===== src/rtl/uart_cmd_sender.sv =====
// Two-frame 8N1 UART transmitter for a 16-bit command word: high byte first, then low byte,
// back to back, with a set-and-hold completion flag.
module uart_cmd_sender #(
    parameter int BAUD_DIV = 2604
) (
    input  logic        clk,
    input  logic        rst,
    input  logic        snd_cmd,
    input  logic [15:0] cmd,
    output logic        TX,
    output logic        busy,
    output logic        cmd_snt
);

    localparam int CW = (BAUD_DIV > 2) ? $clog2(BAUD_DIV) : 1;

    localparam logic [1:0] IDLE = 2'd0;
    localparam logic [1:0] HIGH = 2'd1;
    localparam logic [1:0] LOW  = 2'd2;

    logic [1:0]    state;
    logic [CW-1:0] baud_cnt;
    logic [3:0]    bit_cnt;
    logic [9:0]    shreg;
    logic [7:0]    lo_buf;
    logic          tick;
    logic          frame_end;

    assign tick      = (state != IDLE) && (baud_cnt == CW'(BAUD_DIV - 1));
    assign frame_end = tick && (bit_cnt == 4'd9);

    // Shift register resets to all ones so TX goes high the instant rst rises.
    always_ff @(posedge clk or posedge rst) begin
        if (rst) begin
            state    <= IDLE;
            baud_cnt <= '0;
            bit_cnt  <= '0;
            shreg    <= '1;
            lo_buf   <= '0;
            cmd_snt  <= 1'b0;
        end else begin
            case (state)
                IDLE: begin
                    baud_cnt <= '0;
                    bit_cnt  <= '0;
                    if (snd_cmd) begin
                        lo_buf  <= cmd[7:0];
                        shreg   <= {1'b1, cmd[15:8], 1'b0};
                        cmd_snt <= 1'b0;
                        state   <= HIGH;
                    end
                end
                HIGH, LOW: begin
                    if (tick) baud_cnt <= '0;
                    else      baud_cnt <= baud_cnt + CW'(1);

                    if (frame_end) begin
                        bit_cnt <= '0;
                        if (state == HIGH) begin
                            shreg <= {1'b1, lo_buf, 1'b0};
                            state <= LOW;
                        end else begin
                            shreg   <= '1;
                            cmd_snt <= 1'b1;
                            state   <= IDLE;
                        end
                    end else if (tick) begin
                        shreg   <= {1'b1, shreg[9:1]};
                        bit_cnt <= bit_cnt + 4'd1;
                    end
                end
                default: state <= IDLE;
            endcase
        end
    end

    assign TX   = shreg[0];
    assign busy = (state != IDLE);

endmodule


===== config.mk =====
export PLATFORM = sky130hd
export DESIGN_NAME = uart_cmd_sender
export DESIGN_NICKNAME = d
export VERILOG_FILES = /design/src/rtl/uart_cmd_sender.sv
export SDC_FILE = /design/constraint.sdc
export NUM_CORES = 1
export LEC_CHECK = 0
export ABC_AREA = 1
export CORE_ASPECT_RATIO = 1.2
export CORE_MARGIN = 2
export CORE_UTILIZATION = 52
export DETAILED_ROUTE_END_ITERATION = 7
export HOLD_SLACK_MARGIN = 0.12
export PLACE_DENSITY = 0.85
export SLEW_MARGIN = 20
export SYNTH_ARGS = -nofsm -noshare
export SYNTH_HDL_FRONTEND = slang
export SYNTH_SLANG_ARGS = --single-unit
export TNS_END_PERCENT = 1

===== constraint.sdc =====
create_clock -name clk -period 2.4 [get_ports clk]
set_input_delay 0.6 -clock clk [delete_from_list [all_inputs] [get_ports clk]]
set_output_delay 0.6 -clock clk [all_outputs]
set_load 0.01 [all_outputs]

==> run metrics, run 1 <==
maxcap violations 0; Worst EP arrival 1.62 ns; CTS max path bufs 2; number of flops mapped to enable cells by yosys 0; hold slack 0.481 ns; Row Count 26; setup bufs post-CTS 0; Tightest Pin Transition 0.455 ns; initial antenna violation count 0; CTS tree built; critical path endpoint category primary output; Synth top area share 0.304; I/O pin count 22; pin count of the biggest net entering global routing 37; met2 global-route usage 0.367; Final Skew 0.00707 ns; Slew Limit Fails 0; Mapped Area ~2200 sq um; DP Worst Slack roughly 0.44 ns; Fill cells 365; Routability Congestion around 0.81; Core Area approximately 4200 sq um; antenna fix cells 0; clock period minus worst slack 2.22 ns; CTS H-tree depth 2; Final period util 0.926; first-pass GRT wire length between 7000 and 8000 um; Iteration-0 DRC Markers 70; post-route ant nets 0; Pwr Total 0.00303 W; met1 Use GR 0.195; number of port buffers 21; DR WL/cell 11.4 um; Data required, critical path approximately 1.8 ns; Yosys reg bits 36; Initial Utilization 0.530; vias per inst between 4 and 5; Worst Path Class, Setup reg2out; status completed; RSZ-0062 raised after global routing no; Clock Latency Late Sink 0.29 ns; async set-reset flop share out of synthesis 1.00; PD cells around 1200 nW/um^2; crit-path max FO 4; IR drop worst, VDD about 0.00067 V; final hold violations 0; Synth Instances 275; clk root buf clkbuf_8; iteration count of the initial detailed-routing pass 4; clk sinks 36; number of global-route vias before repair between 1500 and 2000; Congestion Overflow GR 0; layout net count approximately 320; Synth Flop Type dfrtp_1; CTS resizes 0; dominant cells by area after synthesis dfrtp_1, dfstp_2, nand2_1, inv_1, nor2_1; met3 usage 0.0547; most common library cells after synthesis nand2_1, inv_1, nor2_1; CTS Hold Bufs 0; GRT Max-Usage Layer met2; Synthesized Nets approximately 300; Min-Delay Path Class reg2reg; Worst setup SP type flip-flop; DRT Wirelength 4040 um; Final TNS setup 0 ns; GRT Total Usage 0.194; vias around 1800; P&R area growth vs syn 15.2%; share of cells above drive strength 1 0.191; average size of a mapped cell 8.09 sq um; Max-slew headroom 0.697; die footprint 4820 sq um; clock-pin slew on the worst setup and hold paths ~0.07 ns; Seq/Total Area, Yosys 0.410; Warnings, synthesis 0; PnR worst setup slack 0.177 ns; Final Setup Violations 0; Die Wd 63.7 um; post-synth top area cell dfrtp_1; # DRC 0; Fmax achieved roughly 450 MHz; Netlist cell types 34; Final HPWL DP about 3100 um; Pleak 1.28 nW; cell with the most instances after synthesis nand2_1; Die Y between 70 and 80 um; Inserted Clock Buffers 5
## metrics by stage
stage,utilization,cell area [sq um],cells
2_1_floorplan,-,2220,275
4_1_cts,0.611,2560,355
3_5_place_dp,0.589,2470,347
5_1_grt,0.611,2560,355
3_3_place_gp,0.589,2470,347
6_report,0.611,2560,355
## power breakdown
group / total (W) / switching (W) / internal (W)
Sequential: 0.000967 / 0.0000999 / 0.000867
Combinational: 0.00162 / 0.00101 / 0.000614
Clock: 0.000438 / 0.000204 / 0.000234
## final timing paths
kind / start / end / slack, ns / depth (start not counted)
max in group asynchronous: rst / shreg[6]$_DFFE_PP1P_ / 1.35 / 3
min in group asynchronous: rst / baud_cnt[5]$_DFFE_PP0P_ / 0.71 / 3
min reg2reg: shreg[0]$_DFFE_PP1P_ / shreg[0]$_DFFE_PP1P_ / 0.48 / 2
max reg2reg: state[0]$_DFFE_PP0P_ / cmd_snt$_DFFE_PP0P_ / 0.46 / 10
max: state[0]$_DFFE_PP0P_ / busy / 0.18 / 4
min: shreg[0]$_DFFE_PP1P_ / shreg[0]$_DFFE_PP1P_ / 0.48 / 2
## placed cells by master, fill, tap and decap left out, drive strengths merged, types with 8 or more instances in the layout
cell type,instances
nand2,55
inv,47
nor2,43
dfrtp,27
nand3,22
clkdlybuf4s50,21
a21oi,15
o21ai,11
nand4,9
dfstp,9
clkbuf,8
## registers in the layout (all words and copies together) (netlist names)
| register | flops |
|---|---|
| baud_cnt | 12 |
| shreg | 9 |
| lo_buf | 8 |
| bit_cnt | 4 |
| state | 2 |
| cmd_snt | 1 |
## routing by layer
metal	part of all wire	wire length, um
met1	0.41	1680
met2	0.52	2080
met3	0.028	112
met4	0.041	164
met5	0	0
## layout make-up
| cell class | instances | area [sq um] | share of cell area |
|---|---|---|---|
| clock buffers | 8 | 90.1 | 0.0352 |
| inverters | 49 | 184 | 0.0718 |
| multi-input cells | 183 | 1080 | 0.422 |
| flip-flops and latches | 36 | 912 | 0.356 |
| well taps | 56 | 70.1 | 0.0273 |
| repair buffers | 23 | 225 | 0.0879 |
## cells by family after synthesis
group / Yosys count / synth area share
fa+ha+maj: 7 / 0.0394
xor+xnor: 5 / 0.0197
compound gates: 27 / 0.0748
mux: 8 / 0.0399
flops: 36 / 0.410
buf+inv: 56 / 0.104
simple gates: 136 / 0.312
## critical path, stage by stage (launching register included)
cell and delay (ns):
dfrtp_1 0.38, inv_1 0.09, ha_1 0.24, inv_2 0.09, clkdlybuf4s50_1 0.53
Note: power is estimated with default switching activity, not from simulation.
==> run 2, diff against run 1 <==
--- a/config.mk
+++ b/config.mk
@@ -8,10 +8,10 @@
 export ABC_AREA = 1
 export CORE_ASPECT_RATIO = 1.2
 export CORE_MARGIN = 2
-export CORE_UTILIZATION = 52
+export CORE_UTILIZATION = 50
 export DETAILED_ROUTE_END_ITERATION = 7
 export HOLD_SLACK_MARGIN = 0.12
-export PLACE_DENSITY = 0.85
+export PLACE_DENSITY = 0.82
 export SLEW_MARGIN = 20
 export SYNTH_ARGS = -nofsm -noshare
 export SYNTH_HDL_FRONTEND = slang
==> run 2 against run 1 <==
Setup slack worse by 0.012 ns. Total power is 3.8% higher. Utilization fell by 0.26 points. Largest cell class unchanged. Register-to-register slack improved by 0.04 ns. Flip-flop and latch count unchanged. Cell area up 1.1%. Critical path depth unchanged.
==> run metrics, run 2 (synthesis results as in run 1) <==
Clock Latency Late Sink 0.30 ns; Data required, critical path between 1.5 and 2 ns; fin cells 356; biggest regs baud_cnt (12), shreg (9), lo_buf (8); critical path endpoint category primary output; initial antenna violation count 0; largest reg by FF count baud_cnt; GRT Total Usage 0.195; most frequent cells in the layout nand2_1, inv_1, nor2_1; crit-path max FO 4; Slew Limit Fails 0; Die Y 77.1 um; antenna fix cells 0; Placed Area 2480 sq um; Worst setup SP type flip-flop; Routability Congestion 0.849; Fmax achieved 447 MHz; CTS tree built; IR drop worst, VDD 0.000645 V; clock-pin slew on the worst setup and hold paths about 0.080 ns; DR WL/cell 12.4 um; R2R Path Start state[0]$_DFFE_PP0P_; Row Count 26; max reg flops 12; RSZ-0062 raised after global routing no; clk root buf clkbuf_8; CTS Hold Bufs 0; maxcap violations 0; P&R area growth vs syn 16.5%; CTS H-tree depth 2; Core Area around 4300 sq um; Tightest Pin Transition approximately 0.46 ns; clk sinks 36; clock period minus worst slack 2.23 ns; CTS resizes 0; CTS max path bufs 2; Final period util 0.931; commonest non-fill, non-tap cell in the layout nand2_1; Die Wd 64.9 um; Worst Path Class, Setup reg2out; die footprint approximately 5000 sq um; DRT Wirelength 4400 um; number of port buffers 21; placed insts 348; Worst EP arrival between 1.5 and 2 ns; pin count of the biggest net entering global routing 37; crit path from state[0]$_DFFE_PP0P_; post-route ant nets 0; Final TNS setup 0 ns; status completed; layout net count around 330; Congestion Overflow GR 0; Inserted Clock Buffers 5; hold_sp shreg[8]$_DFFE_PP1P_; share of cells above drive strength 1 0.200; fin util 0.608; Design Area, Final ~2600 sq um; final hold violations 0; Final Setup Violations 0; # DRC 0; Initial Utilization 0.522; Final Skew ~0.0072 ns; number of global-route vias before repair ~1800; I/O pin count 22; first-pass GRT wire length 7560 um; vias per inst 5.05; Pleak 1.30 nW; setup bufs post-CTS 0; Iteration-0 DRC Markers 86; vias 1799; PD cells 1210 nW/um^2; iteration count of the initial detailed-routing pass 4; Final HPWL DP 3160 um; Max-slew headroom 0.696; Min-Delay Path Class reg2reg
run 2: cell count changes in the layout (fill, tap and decap cells not counted):
| cell | before | now |
|---|---|---|
| clkbuf_1 | 2 | 0 |
| buf_4 | 2 | 3 |
| bufinv_16 | 0 | 1 |
| clkbuf_8 | 6 | 5 |
| clkinv_2 | 0 | 1 |
| clkinvlp_4 | 0 | 1 |
run 2: per-layer routing:
| metal | track usage | vias up | part of all wire |
|---|---|---|---|
| li1 | - | 910 | - |
| met1 | 0.212 | 831 | 0.41 |
| met2 | 0.341 | 43 | 0.52 |
| met3 | 0.0455 | 15 | 0.035 |
| met4 | 0.109 | 0 | 0.038 |
| met5 | 0 | - | 0 |
run 2: critical path, stage by stage (launching register included):
cell and delay (ns):
dfrtp_1 0.38, inv_1 0.08, ha_1 0.24, inv_2 0.09
clkdlybuf4s50_1 0.54
run 2: layout make-up:
class                           instances  area (sq um)
Tap cell                               56          70.1
Clock buffer                            5          68.8
Multi-Input combinational cell        183          1080
Clock inverter                          3          42.5
Fill cell                             370          1670
Sequential cell                        36           912
Timing Repair Buffer                   24           233
Inverter                               49           184
run 2: final timing paths:
path,to,slack [ns],depth (start not counted)
min in group asynchronous,baud_cnt[3]$_DFFE_PP0P_,0.71,3
max in group asynchronous,shreg[0]$_DFFE_PP1P_,1.34,3
worst max register to register,cmd_snt$_DFFE_PP0P_,0.50,10
worst max-delay path,busy,0.17,4
worst min-delay path,shreg[8]$_DFFE_PP1P_,0.48,2
worst min register to register,shreg[8]$_DFFE_PP1P_,0.48,2
run 2: report_power, final:
| part | switching, W | internal, W | leakage (nW) |
|---|---|---|---|
| Combinational | 0.00103 | 0.000609 | 0.800 |
| Clock | 0.000230 | 0.000307 | 0.0541 |
| Sequential | 0.000102 | 0.000867 | 0.445 |
run 2: metrics by stage:
stage | hold slack [ns] | setup slack (ns) | power (W)
6_report | 0.483 | 0.165 | 0.00314
5_1_grt | 0.501 | 0.0910 | 0.00341
4_1_cts | 0.485 | 0.153 | 0.00316
3_5_place_dp | 0.473 | 0.490 | 0.00262
3_3_place_gp | 0.471 | 0.524 | 0.00256
2_1_floorplan | 0.463 | 0.735 | 0.00231
==> run 3, diff against run 2 <==
--- a/config.mk
+++ b/config.mk
@@ -10,6 +10,7 @@
 export CORE_MARGIN = 2
 export CORE_UTILIZATION = 50
 export DETAILED_ROUTE_END_ITERATION = 7
+export GPL_TIMING_DRIVEN = 1
 export HOLD_SLACK_MARGIN = 0.12
 export PLACE_DENSITY = 0.82
 export SLEW_MARGIN = 20
==> results of run 3 <==
No change in the layout: final DEF, timing and power equal those of run 2.
